===== src/rtl/vga_pkg.sv =====
// Shared screen geometry, pixel types and the circle plotter state encoding.
package vga_pkg;
  localparam int SCREEN_W = 160;
  localparam int SCREEN_H = 120;

  typedef logic [2:0]        colour_t;
  typedef logic [7:0]        coord_x_t;
  typedef logic [6:0]        coord_y_t;
  typedef logic signed [9:0] s10_t;

  // Octant states sit at 0..7 so the low three bits double as the octant index.
  typedef enum logic [3:0] {
    OCT0 = 4'd0, OCT1 = 4'd1, OCT2 = 4'd2, OCT3 = 4'd3,
    OCT4 = 4'd4, OCT5 = 4'd5, OCT6 = 4'd6, OCT7 = 4'd7,
    IDLE = 4'd8, DONE = 4'd9
  } circle_state_t;
endpackage


===== src/rtl/octant_point.sv =====
// Maps one midpoint offset pair into the k-th symmetric octant point and flags
// whether it lands on the visible screen.
module octant_point #(
  parameter int SCREEN_W = vga_pkg::SCREEN_W,
  parameter int SCREEN_H = vga_pkg::SCREEN_H
) (
  input  logic [2:0]        k,
  input  vga_pkg::s10_t     cx,
  input  vga_pkg::s10_t     cy,
  input  vga_pkg::s10_t     ox,
  input  vga_pkg::s10_t     oy,
  output vga_pkg::coord_x_t x,
  output vga_pkg::coord_y_t y,
  output logic              on_screen
);
  import vga_pkg::*;

  localparam s10_t XLIM = s10_t'(SCREEN_W);
  localparam s10_t YLIM = s10_t'(SCREEN_H);

  s10_t dx, dy, sx, sy;

  always_comb begin
    dx = ox;
    dy = oy;
    case (k)
      3'd0: begin dx =  ox; dy =  oy; end
      3'd1: begin dx =  oy; dy =  ox; end
      3'd2: begin dx = -ox; dy =  oy; end
      3'd3: begin dx = -oy; dy =  ox; end
      3'd4: begin dx = -ox; dy = -oy; end
      3'd5: begin dx = -oy; dy = -ox; end
      3'd6: begin dx =  ox; dy = -oy; end
      3'd7: begin dx =  oy; dy = -ox; end
      default: ;
    endcase
    sx = cx + dx;
    sy = cy + dy;
  end

  assign x         = sx[7:0];
  assign y         = sy[6:0];
  assign on_screen = !sx[9] && (sx < XLIM) && !sy[9] && (sy < YLIM);
endmodule


===== src/rtl/circle_plotter.sv =====
// Midpoint circle outline generator: one candidate pixel per clock toward
// vga_adapter, eight symmetric points per iteration, off-screen points clipped.
module circle_plotter #(
  parameter int SCREEN_W = vga_pkg::SCREEN_W,
  parameter int SCREEN_H = vga_pkg::SCREEN_H
) (
  input  logic              clk,
  input  logic              rst_n,
  input  logic              start,
  input  vga_pkg::colour_t  colour,
  input  vga_pkg::coord_x_t centre_x,
  input  vga_pkg::coord_y_t centre_y,
  input  logic [7:0]        radius,
  output logic              done,
  output vga_pkg::coord_x_t vga_x,
  output vga_pkg::coord_y_t vga_y,
  output vga_pkg::colour_t  vga_colour,
  output logic              vga_plot
);
  import vga_pkg::*;

  circle_state_t state, next_state;
  s10_t          cx_q, cy_q, ox_q, oy_q, crit_q;
  s10_t          cx_n, cy_n, ox_n, oy_n, crit_n;
  colour_t       col_q, col_n;
  coord_x_t      pt_x, x_d;
  coord_y_t      pt_y, y_d;
  logic          on_scr, is_oct, plot_d, done_d;

  // Datapath next values: latch in IDLE, midpoint step on the OCT7 edge.
  always_comb begin
    cx_n   = cx_q;
    cy_n   = cy_q;
    ox_n   = ox_q;
    oy_n   = oy_q;
    crit_n = crit_q;
    col_n  = col_q;
    if (state == IDLE && start) begin
      cx_n   = s10_t'({2'b00, centre_x});
      cy_n   = s10_t'({3'b000, centre_y});
      ox_n   = s10_t'({2'b00, radius});
      oy_n   = 10'sd0;
      crit_n = 10'sd1 - s10_t'({2'b00, radius});
      col_n  = colour;
    end else if (state == OCT7) begin
      oy_n = oy_q + 10'sd1;
      if (crit_q <= 10'sd0) begin
        crit_n = crit_q + (oy_n <<< 1) + 10'sd1;
      end else begin
        ox_n   = ox_q - 10'sd1;
        crit_n = crit_q + ((oy_n - ox_n) <<< 1) + 10'sd1;
      end
    end
  end

  always_ff @(posedge clk or negedge rst_n) begin
    if (!rst_n) state <= IDLE;
    else        state <= next_state;
  end

  always_comb begin
    next_state = state;
    case (state)
      IDLE:    next_state = start ? OCT0 : IDLE;
      OCT7:    next_state = (oy_n <= ox_n) ? OCT0 : DONE;
      DONE:    next_state = start ? DONE : IDLE;
      default: next_state = circle_state_t'(state + 4'd1);
    endcase
  end

  // Evaluated on next-cycle values so the registered pixel lines up with its state.
  octant_point #(.SCREEN_W(SCREEN_W), .SCREEN_H(SCREEN_H)) u_pt (
    .k        (next_state[2:0]),
    .cx       (cx_n),
    .cy       (cy_n),
    .ox       (ox_n),
    .oy       (oy_n),
    .x        (pt_x),
    .y        (pt_y),
    .on_screen(on_scr)
  );

  always_comb begin
    is_oct = !next_state[3];
    plot_d = is_oct && on_scr;
    done_d = (next_state == DONE);
    x_d    = is_oct ? pt_x : vga_x;
    y_d    = is_oct ? pt_y : vga_y;
  end

  always_ff @(posedge clk or negedge rst_n) begin
    if (!rst_n) begin
      cx_q     <= '0;
      cy_q     <= '0;
      ox_q     <= '0;
      oy_q     <= '0;
      crit_q   <= '0;
      col_q    <= '0;
      vga_x    <= '0;
      vga_y    <= '0;
      vga_plot <= 1'b0;
      done     <= 1'b0;
    end else begin
      cx_q     <= cx_n;
      cy_q     <= cy_n;
      ox_q     <= ox_n;
      oy_q     <= oy_n;
      crit_q   <= crit_n;
      col_q    <= col_n;
      vga_x    <= x_d;
      vga_y    <= y_d;
      vga_plot <= plot_d;
      done     <= done_d;
    end
  end

  assign vga_colour = col_q;
endmodule

===== config.mk =====
export PLATFORM = sky130hd
export DESIGN_NAME = circle_plotter
export DESIGN_NICKNAME = d
export VERILOG_FILES = /design/src/rtl/vga_pkg.sv /design/src/rtl/octant_point.sv /design/src/rtl/circle_plotter.sv
export SDC_FILE = /design/constraint.sdc
export NUM_CORES = 1
export LEC_CHECK = 0
export CAP_MARGIN = 30
export CORE_UTILIZATION = 35
export DETAILED_ROUTE_END_ITERATION = 12
export PLACE_DENSITY = 0.52
export SLEW_MARGIN = 20
export SYNTH_ARGS = -nofsm -noshare
export SYNTH_HDL_FRONTEND = slang
export SYNTH_HIERARCHICAL = 1
export SYNTH_SLANG_ARGS = --single-unit

===== constraint.sdc =====
create_clock -name clk -period 7.8 [get_ports clk]
set_input_delay 0.78 -clock clk [delete_from_list [all_inputs] [get_ports clk]]
set_output_delay 0.78 -clock clk [all_outputs]
set_load 0.1 [all_outputs]

==> results of run 1 <==
==> how the worst max path moves through the flow <==
stage                     endpoint  slack [ps]  cells past startpoint     start
after CTS                 vga_plot        1360                     25  state[0]
final                     vga_plot        1570                     27  state[0]
after floorplan           vga_plot        2060                     29  state[0]
after global routing      vga_plot        1090                     27  state[0]
after detailed placement  vga_plot        1350                     23     start
after global placement    vga_plot        1460                     21     start
==> worst register-to-register path, delay by kind of cell, from the launching register on <==
kind | cells | cell delay [ps]
AOI/OAI and AO/OA | 6 | 1250
xor gates and xnor gates | 2 | 240
adders and majority gates | 4 | 1230
buffers and inverters | 3 | 700
DFF | 1 | 430
and+or+nand+nor | 12 | 2280
==> cell families (layout without fill, tap and decap cells) <==
group	after synthesis	count (layout)	share of synthesized area [%]
adder cells (fa/ha/maj)	65	65	12.9
flip-flops	74	74	28.1
AND/OR/NAND/NOR	276	276	19.8
AO/OA/AOI/OAI	184	184	18.1
multiplexers	24	24	4.71
XOR/XNOR	87	87	12.0
buffers and inverters	67	116	4.35
==> area by class of cell <==
type | instances | area share, %
Multi-Input combinational cell | 636 | 58.1
Sequential cell | 74 | 24.2
Timing Repair Buffer | 61 | 7.92
Tap cell | 229 | 3.74
Clock buffer | 9 | 2.94
Inverter | 39 | 1.91
Clock inverter | 7 | 1.22
==> registers in the layout, indices dropped and copies added, names as in the netlist, 4 cells and up <==
| register | flops |
|---|---|
| cx_q | 10 |
| oy_q | 10 |
| vga_y | 7 |
| state | 4 |
| crit_q | 10 |
| ox_q | 10 |
| vga_x | 8 |
| cy_q | 10 |
==> stage by stage <==
step	utilization, %	std cells	setup slack, ps
floorplan	-	777	2060
global placement	40.1	1036	1460
detailed placement	40.3	1038	1350
CTS	42.0	1054	1360
global route	42.1	1055	1090
finish	42.1	1055	1570
==> cell usage in the layout (no fill, tap or decap), drive strengths merged, types with 3 or more instances in the layout <==
cell type,instances
dfrtp,73
buf,14
nor3,18
a21o,23
nand4,4
xor2,44
o21ai,45
nand2,115
fa,5
nor2,63
nand2b,9
or3,5
a211oi,16
o21bai,5
and3,5
a21oi,41
nand3,19
a211o,4
xnor2,41
mux2,15
o22ai,5
clkinv,3
o211ai,3
nor3b,3
mux2i,7
ha,60
nor4,5
clkbuf,9
clkdlybuf4s50,47
or2,7
o41ai,5
nor2b,6
a31oi,7
and2,8
o21a,8
inv,39
o31ai,6
==> per-layer routing <==
| layer | GRT usage [%] | vias up | part of all wire, % |
|---|---|---|---|
| met1 | 24.3 | 2714 | 46 |
| met3 | 3.52 | 29 | 2.8 |
| met2 | 33.9 | 89 | 49 |
| met4 | 7.43 | 0 | 2.8 |
| met5 | 0 | - | 0 |
| li1 | - | 2831 | - |
==> results.json, run 1 <==
{
  "worstPathRequired_ps": 8080,
  "ant_nets": 0,
  "via_per_inst": 5.37,
  "cpLargestDelayFamily": "simple AND/OR/NAND/NOR gates",
  "die_x_um": 139,
  "clk_latency_ps": 350,
  "path_buf_inv": 3,
  "synth_ff_type": "dfrtp_1",
  "numCtsBuffers": 9,
  "cts.sinks": 74,
  "critPathLaunchType": "flop",
  "seqCellArea_sq_mm": 0.00185,
  "cts_tree": "yes",
  "ios": 49,
  "dr_total_vias": 5663,
  "worstPathMaxFanout": 37,
  "r2r_start": "state[0]",
  "grt_max_degree": 47,
  "die_area_sq_mm": 0.0194,
  "syn_nets": 871,
  "tightest_slew_ps": 975,
  "synth.ff_latch_count": 74,
  "synth.distinct_cells": 73,
  "multi_input_comb_area_sq_mm": 0.00445,
  "syn_avg_cell_area_sq_um": 8.48,
  "areaGrowthSynthToFinish_pct": 16.4,
  "cts_hold_buf": 0,
  "core_sq_mm": 0.0182,
  "num-fill-cells": 1827,
  "period_share_pct": 79.9,
  "maxSlewHeadroom_pct": 34.8,
  "antenna_found_initial": 0,
  "post_cts_resize_count": 0,
  "setup_viol": 0,
  "drv_cap": 0,
  "r2r-end": "vga_plot",
  "fin_skew_ps": 4.79,
  "status": "completed",
  "slew_viol_final": 0,
  "wirelength_um": 18000,
  "ys_seq_area_share_pct": 28.1,
  "grt_use_total_pct": 19.6,
  "netlist_area_sq_mm": 0.00659,
  "postCtsSetupRepairBufs": 0,
  "clk_path_buf_depth": 2,
  "crit_slowest_cell": "and2_1",
  "yosysTopAreaCellShare_pct": 27.7,
  "syn_inst": 777,
  "initial_utilization_pct": 36.2,
  "clk_pin_slew_worst_paths_ps": 60,
  "r2r_slack_ps": 1570,
  "rows": 49,
  "first_pass_iters": 5,
  "root_buffer": "clkbuf_16",
  "dpl_cell_area_sq_mm": 0.00734,
  "fin_crit_ps": 6230,
  "synth_edf_count": 0,
  "cp-end-kind": "flop",
  "crit_arrival_ps": 6510,
  "rsz0062_at_grt": "false",
  "numPortBuffers": 48,
  "wl_per_cell_um": 17.1,
  "n_antenna_cell": 0,
  "hpwl_um": 13700,
  "htreeDepth": 3,
  "yosysMostFrequentCell": "nand2_1",
  "drive_gt1_share_pct": 7.63,
  "die_y_um": 139,
  "hold_path_class": "in -> async",
  "hold_viol_final": 0,
  "nets": 915,
  "yosys-top-cells-area": "dfrtp_1, ha_1, nand2_1",
  "tns_ps": 0,
  "max_freq_mhz": 160,
  "grt.overflow.total": 0,
  "yosys.area.top_type": "dfrtp_1",
  "ys.warnings.count": 6,
  "route.detailed.drc": 0,
  "grt_pass1_vias": 5775,
  "slowest_delay_ps": 460,
  "final_area_sq_mm": 0.00767,
  "drt-initial-drc-count": 285,
  "grt_pass1_wl_um": 29700,
  "hold_slack_ps": 382,
  "routabilityCongestion": 0.854,
  "synthTopCellsByCount": "nand2_1, dfrtp_1, nor2_1",
  "critical_path_class": "reg -> reg",
  "reg2reg_depth": 27,
  "synthArstFlopShare_pct": 100
}
Power of run 1 is not shown: default switching activity piles up to over one toggle a cycle in this logic, so the estimate is an artifact.
==> inputs of run 2 (changes only) <==
clock period = 6.5 ns   (was 7.8 ns; I/O delays follow)
==> run 2 against run 1 <==
Effect of this change: critical path type unchanged; utilization is 0.18 points higher; maximum frequency is 4.6% higher; largest cell class unchanged; highest routed layer unchanged; flip-flop and latch count stayed put; setup slack worse by 1000 ps; sequential share of layout area is 0.10 points lower; via count is 1.6% higher; clock skew is 5.0 ps higher.
==> results.json, run 2 (synthesis gave the netlist of run 1 again) <==
{
  "route.detailed.drc": 0,
  "wirelength_um": 18200,
  "period_share_pct": 91.7,
  "routabilityCongestion": 0.895,
  "hpwl_um": 14100,
  "crit_arrival_ps": 6230,
  "critical_path_class": "reg -> reg",
  "htreeDepth": 3,
  "r2r_start": "state[0]",
  "grt_use_met3_pct": 2.21,
  "grt_pass1_vias": 5806,
  "grt.met1_usage_pct": 23.8,
  "clk_latency_ps": 350,
  "postCtsSetupRepairBufs": 0,
  "cts.sinks": 74,
  "clk_pin_slew_worst_paths_ps": 60,
  "grt_busiest_layer": "met2",
  "dr_total_vias": 5751,
  "cts_tree": "yes",
  "drive_gt1_share_pct": 8.40,
  "root_buffer": "clkbuf_16",
  "tns_ps": 0,
  "grt_use_total_pct": 19.7,
  "critPathLaunchType": "flop",
  "ant_nets": 0,
  "layout_common_cells": "nand2_1, dfrtp_1, nor2_1",
  "max_freq_mhz": 168,
  "grt_util_met2_pct": 35.4,
  "n_antenna_cell": 0,
  "crit_start": "state[0]",
  "num-fill-cells": 1790,
  "die_x_um": 139,
  "first_pass_iters": 5,
  "die_y_um": 139,
  "grt.overflow.total": 0,
  "ios": 49,
  "seqCellArea_sq_mm": 0.00185,
  "worstPathMaxFanout": 15,
  "layout_commonest_cell": "nand2_1",
  "setup_viol": 0,
  "multi_input_comb_area_sq_mm": 0.00446,
  "cp-end-kind": "flop",
  "slew_viol_final": 0,
  "wl_per_cell_um": 17.2,
  "tightest_slew_ps": 982,
  "fin_crit_ps": 5960,
  "grt_pass1_wl_um": 29900,
  "via_per_inst": 5.42,
  "rsz0062_at_grt": "false",
  "numCtsBuffers": 9,
  "grt_max_degree": 41,
  "clk_path_buf_depth": 2,
  "drt-initial-drc-count": 291,
  "rows": 49,
  "hold_viol_final": 0,
  "maxSlewHeadroom_pct": 34.4,
  "initial_utilization_pct": 36.2,
  "die_area_sq_mm": 0.0194,
  "drv_cap": 0,
  "hold_path_class": "in -> async",
  "status": "completed",
  "nets": 923,
  "worstPathRequired_ps": 6780,
  "areaGrowthSynthToFinish_pct": 16.8,
  "antenna_found_initial": 0,
  "numPortBuffers": 48,
  "core_sq_mm": 0.0182,
  "fin_skew_ps": 9.75
}
[run 2: layout make-up]
cell class,count,share of cell area (%)
clock buffers,10,2.97
clock inverters,5,0.731
multi-input cells,636,57.9
flip-flops and latches,74,24.1
inverters,39,1.90
repair buffers,69,8.68
well taps,229,3.72
[run 2: final timing paths]
path,end,slack [ps],depth (start not counted)
worst min-delay path,crit_q[6],290,1
worst max-delay path,vga_plot,540,26
worst max register to register,vga_plot,540,26
min in group clk,vga_colour[1],480,2
max in group asynchronous,vga_y[4],5600,2
worst min register to register,vga_colour[1],480,2
[run 2: critical path, stage by stage, from the launching register on]
cell and delay [ps]:
dfrtp_1 440, ha_1 270, nand2_1 110, nor2_2 90, buf_4 210, nor2_1 420
buf_4 230, o21ai_0 80, o21ai_1 320, ha_1 350, o21ai_0 80, a21oi_1 90
a211oi_1 230, o21ai_0 160, o21a_1 250, buf_4 190, o21ai_0 240, ha_1 220
inv_1 60, fa_1 400, nor2b_1 160, o2111ai_1 180, a31oi_1 230, xor2_1 90
a2111o_1 390, nor4bb_1 240, nor2b_1 150
[run 2: metrics by stage]
stage	hold WS, ps	cells	cell area, sq um	worst slack [ps]	utilization [%]
floorplan	354	777	6590	762	-
global placement	460	1044	7350	505	40.4
detailed placement	466	1046	7400	324	40.6
CTS	312	1061	7690	442	42.2
global route	340	1062	7700	2.08	42.3
finish	286	1062	7700	540	42.3
[run 2: layer usage]
layer  vias to the layer above  share of wire (%)  wire, um
met4                         0                2.5       452
met3                        29                3.0       548
li1                       2830                  -         -
met5                         -                  0         0
met2                       121                 50      9120
met1                      2771                 44      8110
[run 2: what timing repair did]
action,CTS,global route
hold buffers,0,0
resized for setup,0,2
setup endpoints to repair,0,1
Power of run 2 is left out for the same reason.
==> inputs of run 3 (changes only) <==
RECOVER_POWER = 25   (was not set)
==> run 3 against run 2 <==
Effect of this change: the flow now finishes with violations (max-capacitance violations, max-slew violations); maximum frequency shrank 0.33%; flip-flop and latch count is the same; final cell count is the same; die area is the same.
==> results.json, run 3 (synthesis gave the netlist of run 1 again) <==
{
  "final_util_pct": 42.2,
  "grt_use_total_pct": 19.7,
  "fin_crit_ps": 5980,
  "root_buffer": "clkbuf_16",
  "dr_total_vias": 5708,
  "first_pass_iters": 4,
  "rows": 49,
  "crit_arrival_ps": 6250,
  "hold_viol_final": 0,
  "critPathLaunchType": "flop",
  "cts_hold_buf": 0,
  "nets": 923,
  "tightest_slew_ps": 2290,
  "grt.overflow.total": 0,
  "n_antenna_cell": 0,
  "grt_pass1_vias": 5806,
  "postCtsSetupRepairBufs": 0,
  "grt_max_degree": 41,
  "numCtsBuffers": 9,
  "hpwl_um": 14100,
  "via_per_inst": 5.37,
  "routabilityCongestion": 0.895,
  "layout_commonest_cell": "nand2_1",
  "tns_ps": 0,
  "clk_path_buf_depth": 2,
  "clk_pin_slew_worst_paths_ps": 60,
  "wirelength_um": 18200,
  "num-fill-cells": 1795,
  "maxSlewHeadroom_pct": -52.6,
  "worstPathRequired_ps": 6770,
  "drt-initial-drc-count": 301,
  "cp-end-kind": "flop",
  "die_y_um": 139,
  "route.detailed.drc": 0,
  "initial_utilization_pct": 36.2,
  "fin_skew_ps": 10.1,
  "wl_per_cell_um": 17.2,
  "max_freq_mhz": 167,
  "die_x_um": 139,
  "grt_pass1_wl_um": 29900,
  "htreeDepth": 3,
  "ant_nets": 0,
  "cts_tree": "yes",
  "period_share_pct": 92.0,
  "violations": "max-capacitance violations, max-slew violations",
  "hold_slack_ps": 480,
  "antenna_found_initial": 0,
  "hold_path_class": "reg -> reg",
  "critical_path_class": "reg -> reg",
  "die_area_sq_mm": 0.0194,
  "setup_viol": 0,
  "numPortBuffers": 48,
  "areaGrowthSynthToFinish_pct": 16.5,
  "layout_common_cells": "nand2_1, dfrtp_1, nor2_1",
  "core_sq_mm": 0.0182,
  "status": "finished with violations",
  "slew_viol_final": 77,
  "drive_gt1_share_pct": 8.16,
  "drv_cap": 2,
  "rsz0062_at_grt": "false",
  "worstPathMaxFanout": 15,
  "clk_latency_ps": 350,
  "post_cts_resize_count": 0,
  "ios": 49,
  "cts.sinks": 74
}
==> run 3: changes by cell type in the layout (fill, tap and decap cells not counted), sizes merged <==
cell and delta:
clkbuf +2, buf -2
==> run 3: layout make-up <==
type | count | area (sq um) | area share (%)
inverter | 39 | 146 | 1.91
clock inverter | 5 | 56.3 | 0.733
tap | 229 | 287 | 3.73
multi-input combinational | 636 | 4460 | 58.1
clock buffer | 10 | 229 | 2.98
timing repair buffer | 69 | 648 | 8.44
sequential | 74 | 1850 | 24.1
==> run 3: final timing paths <==
| kind | slack (ps) | end | from | cells past startpoint |
|---|---|---|---|---|
| setup reg to reg | 520 | vga_plot | state[0] | 25 |
| setup / recovery | 520 | vga_plot | state[0] | 25 |
| min in group asynchronous | 980 | crit_q[6] | rst_n | 1 |
| hold / removal | 480 | vga_colour[1] | vga_colour[1] | 2 |
| max in group asynchronous | 2890 | vga_y[4] | rst_n | 2 |
| hold reg to reg | 480 | vga_colour[1] | vga_colour[1] | 2 |
==> run 3: worst max-delay path, cell delays in order, from the launching register on <==
cell       delay, ps
dfrtp_1          440
ha_1             250
nand2_1          100
nor2_2           280
buf_4            290
nor2_1           170
buf_4            190
o21ai_0          140
o21ai_0          310
ha_1             440
nand4_1          120
o31ai_1          300
a32oi_1          150
o21a_1           160
buf_4            190
o21ai_0          240
ha_1             220
inv_1             60
fa_1             400
nor2b_1          160
o2111ai_1        180
a31oi_1          230
xor2_1            90
a2111o_1         390
nor4bb_1         240
nor2b_1          150
==> run 3: layer usage <==
metal	GRT usage, %	wire length [um]	vias to the layer above
met1	23.8	8220	2744
met5	0	0	-
met2	35.4	9100	104
met4	8.25	465	0
li1	-	-	2829
met3	2.21	438	31
==> run 3: metrics by stage <==
step | cell area, sq um | setup slack [ps] | instances
2_1_floorplan | 6590 | 762 | 777
3_3_place_gp | 7350 | 505 | 1044
3_5_place_dp | 7400 | 324 | 1046
4_1_cts | 7690 | 442 | 1061
5_1_grt | 7680 | 2.08 | 1062
6_report | 7680 | 521 | 1062
Power of run 3 is left out for the same reason.
==> RTL change 1 (config.mk and constraints of run 2) <==
Put one more register stage on the output `vga_colour`. The value now appears one clock later. The other outputs are not delayed to match.
--- a/src/rtl/circle_plotter.sv
+++ b/src/rtl/circle_plotter.sv
@@ -114,5 +114,7 @@
     end
   end
 
-  assign vga_colour = col_q;
+  always_ff @(posedge clk) begin
+    vga_colour <= col_q;
+  end
 endmodule
Formal check against the unedited RTL: not equivalent (Yosys sat finds a counterexample within 4 cycles, from zero or initial values and one cycle with rst_n low).
==> RTL change 1 against run 2 <==
  * Synthesized area is 0.91% higher
  * Global-route usage decreased by 0.70 points
  * Worst setup slack improved by 0.062 ns
  * Sequential cell count rose by 3
  * Design area rose by 0.81%
  * Utilization fell by 0.65 points
  * Wire length decreased by 3.5%
  * Non-clock buffer count up 3
Power is left out: the tool's default activity adds up to more than one toggle a clock period on the data nets, which glitch-free logic cannot reach.
==> RTL change 1: results (changes against run 2) <==
- Data buffer area share: 8.58% (-0.10 points)
- Slowest Stage Delay on Critical Path: ~0.43 ns
- Post-synthesis compound-gate area fraction: 18.0% (-0.16 points)
- Mux cell area share after synthesis: 4.67% (-0.043 points)
- Post-synthesis average cell area: 8.52 um^2 (+0.52%)
- Net Count, Synth: 874 (+0.34%)
- Routability cong.: 0.848 (-5.2%)
- Worst-Margin Slew: 0.972 ns (-0.00911 ns)
- Antenna viol nets, final: 0 (unchanged)
- Longest Clk Path Bufs: 2 (unchanged)
- Vias post-DR: 5550 (-3.5%)
- Overflow after GRT: 0 (unchanged)
- Asr flop ratio synth: 96.1% (-3.9 points)
- Nets: 929 (+0.65%)
- Clkbuf count: 12 (+2)
- First-pass detailed-route iteration total: 4 (-1)
- FFs & Latches: 77 (+4.1%)
- Vias in the first global route: 5674 (-2.3%)
- First-pass GRT wire length: 28.9 mm (-3.1%)
- Status: completed
- Post-synthesis adder-cell area fraction: 12.8% (-0.12 points)
- Num CTS Buffers: 9 (unchanged)
- Critical-path maximum fanout: 44 (+29)
- Tot GR Track Use: 19.0% (-0.70 points)
- Post-synthesis sequential area ratio: 28.8% (+0.65 points)
- Synth top area cells: dfrtp_1 (27%), ha_1 (11%), nand2_1 (6.5%)
- Final-layout clock-cell area share: 3.69% (-0.014 points)
- First DRT Iteration DRCs: 270 (-7.2%)
- Commonest cells in the netlist: nand2_1 (115), dfrtp_1 (73), nor2_1 (61)
- Clk_skew: 0.00379 ns (-0.00596 ns)
- Avg WL per Cell: 16.4 um (-4.6%)
- Pre-CTS WS: 0.383 ns (+0.0598 ns)
- Placed insts: 1058 (+1.1%)
- Yosys cell types: 74 (+1.4%)
- Fraction of area in multi-input gates: 57.4% (-0.50 points)
- Buffers excl. clock: 72 (+4.3%)
- Hpwl dp: 13.6 mm (-4.2%)
- Post-route insts no fill: 1074 (+1.1%)
- Synth Area in XOR/XNOR: 11.9% (-0.11 points)
- Register area: 1910 um^2 (+3.2%)
- Fillers: 1917 (+7.1%)
- CP delay by family, top: simple AND/OR/NAND/NOR gates
- Hold Path Class: in -> async
- Largest net degree at the start of global routing: 57 (+39%)
- Critical-path top delay cell: a211oi_1
- Share of cells above drive strength 1: 8.81% (+0.41 points)
==> RTL change 1: through the flow <==
step,instance area (um^2),util [%],hold WS [ns]
2_1_floorplan,6650,-,0.347
3_3_place_gp,7460,40.0,0.365
3_5_place_dp,7470,40.1,0.358
4_1_cts,7760,41.6,0.191
5_1_grt,7760,41.6,0.197
6_report,7760,41.6,0.188
==> RTL change 1: worst paths after layout <==
check	start	to	slack, ns	depth (start not counted)
max reg2reg	ox_q[2]	vga_plot	0.60	23
max in group asynchronous	rst_n	state[0]	5.26	2
max	ox_q[2]	vga_plot	0.60	23
min	rst_n	col_q[2]	0.19	1
min reg2reg	col_q[0]	vga_colour[0]	0.37	0
min in group clk	col_q[0]	vga_colour[0]	0.37	0
==> RTL change 1: layer usage <==
layer  track usage, %  vias to the layer above  part of all wire, %
met4             7.52                        0                  2.8
met3             3.17                       23                  2.4
met5                0                        -                    0
met2             32.3                       89                   48
li1                 -                     2850                    -
met1             23.9                     2588                   47
==> RTL change 2 (settings of run 2) <==
Without the edit above. Register the inputs `start`, `colour`, `centre_x`, `centre_y` and `radius` before use, without a reset. The logic sees them one clock later.
--- a/src/rtl/circle_plotter.sv
+++ b/src/rtl/circle_plotter.sv
@@ -19,6 +19,20 @@
 );
   import vga_pkg::*;
 
+  logic start_q;
+  vga_pkg::colour_t colour_q;
+  vga_pkg::coord_x_t centre_x_q;
+  vga_pkg::coord_y_t centre_y_q;
+  logic [7:0] radius_q;
+
+  always_ff @(posedge clk) begin
+    start_q    <= start;
+    colour_q   <= colour;
+    centre_x_q <= centre_x;
+    centre_y_q <= centre_y;
+    radius_q   <= radius;
+  end
+
   circle_state_t state, next_state;
   s10_t          cx_q, cy_q, ox_q, oy_q, crit_q;
   s10_t          cx_n, cy_n, ox_n, oy_n, crit_n;
@@ -35,13 +49,13 @@
     oy_n   = oy_q;
     crit_n = crit_q;
     col_n  = col_q;
-    if (state == IDLE && start) begin
-      cx_n   = s10_t'({2'b00, centre_x});
-      cy_n   = s10_t'({3'b000, centre_y});
-      ox_n   = s10_t'({2'b00, radius});
+    if (state == IDLE && start_q) begin
+      cx_n   = s10_t'({2'b00, centre_x_q});
+      cy_n   = s10_t'({3'b000, centre_y_q});
+      ox_n   = s10_t'({2'b00, radius_q});
       oy_n   = 10'sd0;
-      crit_n = 10'sd1 - s10_t'({2'b00, radius});
-      col_n  = colour;
+      crit_n = 10'sd1 - s10_t'({2'b00, radius_q});
+      col_n  = colour_q;
     end else if (state == OCT7) begin
       oy_n = oy_q + 10'sd1;
       if (crit_q <= 10'sd0) begin
@@ -61,9 +75,9 @@
   always_comb begin
     next_state = state;
     case (state)
-      IDLE:    next_state = start ? OCT0 : IDLE;
+      IDLE:    next_state = start_q ? OCT0 : IDLE;
       OCT7:    next_state = (oy_n <= ox_n) ? OCT0 : DONE;
-      DONE:    next_state = start ? DONE : IDLE;
+      DONE:    next_state = start_q ? DONE : IDLE;
       default: next_state = circle_state_t'(state + 4'd1);
     endcase
   end
Function: changed (a bounded check fails within 4 cycles, from zero or initial values and one cycle with rst_n low).
==> RTL change 2 against run 2 <==
  * Worst setup slack better by 0.0040 ns
  * Final cell count rose by 5.2%
  * Count of clock-buffer cells in the layout down 1
  * Sequential cell count rose by 27
  * Design area grew 7.3%
  * Wire length is 0.15% higher
  * Synthesized area grew 8.2%
Power is left out: the tool's default activity adds up to more than one toggle a clock period on the data nets, which glitch-free logic cannot reach.
==> RTL change 2: results (changes against run 2) <==
- Status: completed
- Inserted Diodes: 0 (unchanged)
- Commonest cells in the netlist: nand2_1 (116), dfrtp_1 (73), nor2_1 (67)
- Hold Path Class: in -> async
- WP data arrival: 6.25 ns (+0.02 ns)
- Vias/cell: 5.07 (-6.3%)
- Post-synthesis average cell area: 8.90 um^2 (+5.0%)
- First-pass GRT wire length: 29.7 mm (-0.49%)
- Clk slew on worst S/H paths: 0.08 ns (+0.02 ns)
- Critical-path top delay cell: or2_1
- Cell area after placement: 7920 um^2 (+7.0%)
- Net Count, Synth: 895 (+2.8%)
- Synth Warn #: 6 (unchanged)
- Tot GR Track Use: 18.8% (-0.90 points)
- Drt total wl: 18.3 mm (+0.15%)
- Clk_skew: 0.00862 ns (-0.00113 ns)
- # hold bufs at CTS: 0 (unchanged)
- Share of cells above drive strength 1: 8.10% (-0.30 points)
- Synth top area cells: dfrtp_1 (26%), ha_1 (11%), dfxtp_1 (7.6%)
- Post-synthesis compound-gate area fraction: 16.9% (-1.2 points)
- Reg-to-Reg End: vga_plot
- First DRT Iteration DRCs: 337 (+16%)
- Placed insts: 1100 (+5.2%)
- CTS root buffer: clkbuf_16
- Vias in the first global route: 5665 (-2.4%)
- Mux cell area share after synthesis: 4.35% (-0.36 points)
- Initial antenna violation count: 0 (unchanged)
- Worst-Margin Slew: 0.982 ns (+0.000108 ns)
- Hpwl dp: 13.9 mm (-1.9%)
- Num CTS Buffers: 9 (unchanged)
- CP delay by family, top: simple AND/OR/NAND/NOR gates
- Routability cong.: 0.860 (-3.9%)
- Avg WL per Cell: 16.3 um (-4.8%)
- Critical-path maximum fanout: 44 (+29)
- Nets: 941 (+2.0%)
- Reg2Reg Depth: 24 (-7.7%)
- Asr flop ratio synth: 73.3% (-27 points)
- Largest net degree at the start of global routing: 68 (+66%)
- Post-synthesis sequential area ratio: 33.6% (+5.4 points)
- Longest Clk Path Bufs: 2 (unchanged)
- Post-synthesis adder-cell area fraction: 11.9% (-0.98 points)
- Yosys cell types: 77 (+5.5%)
- Synth Area in XOR/XNOR: 10.8% (-1.2 points)
- RR Startpoint: state[0]
[RTL change 2: changes by cell type after synthesis, moves of 5 or more]
cell,run 2,this run
dfxtp_1,0,27
xor2_1,44,37
o21ai_0,43,34
nor2_1,61,67
xnor2_1,41,46
[RTL change 2: worst max-delay path by stage]
stage	startpoint	endpoint	slack [ns]	cells past startpoint
detailed placement	state[3]	vga_plot	0.45	23
floorplan	state[0]	vga_plot	0.70	31
CTS	state[3]	vga_plot	0.40	23
finish	state[0]	vga_plot	0.54	24
global placement	state[0]	vga_plot	0.57	23
global route	state[0]	vga_plot	0.01	26
[RTL change 2: cells by family (layout without fill, tap and decap cells)]
group | count (synthesis) | after routing
xor+xnor | 85 | 85
flops | 101 | 101
fa+ha+maj | 65 | 65
buf+inv | 68 | 119
simple gates | 280 | 280
mux | 24 | 24
compound gates | 178 | 178
[RTL change 2: area by class of cell]
cell class	count	area, um^2
clock inverters	7	101
multi-input cells	632	4460
fillers	1988	11500
inverters	40	150
repair buffers	63	603
well taps	265	332
clock buffers	9	225
flip-flops and latches	101	2390
[RTL change 2: layer usage]
metal  up-vias  wire [um]  global-route usage, %
met2        56       8940                   32.1
met1      2695       8720                   24.5
met5         -          0                      0
met3        24        290                   2.60
li1       2892          -                      -
met4         0        307                   5.76
[RTL change 2: timing repair]
action | 4_1_cts | 5_1_grt
setup endpoints to repair | 0 | 1
gates resized for setup | 0 | 1
setup buffers | 0 | 0
[RTL change 2: through the flow]
| stage | worst slack (ns) | util [%] | hold WS, ns |
|---|---|---|---|
| after floorplan | 0.695 | - | 0.354 |
| after global placement | 0.566 | 40.1 | 0.408 |
| after detailed placement | 0.450 | 40.1 | 0.412 |
| after CTS | 0.403 | 41.8 | 0.104 |
| after global routing | 0.0133 | 41.9 | 0.108 |
| final | 0.544 | 41.9 | 0.107 |
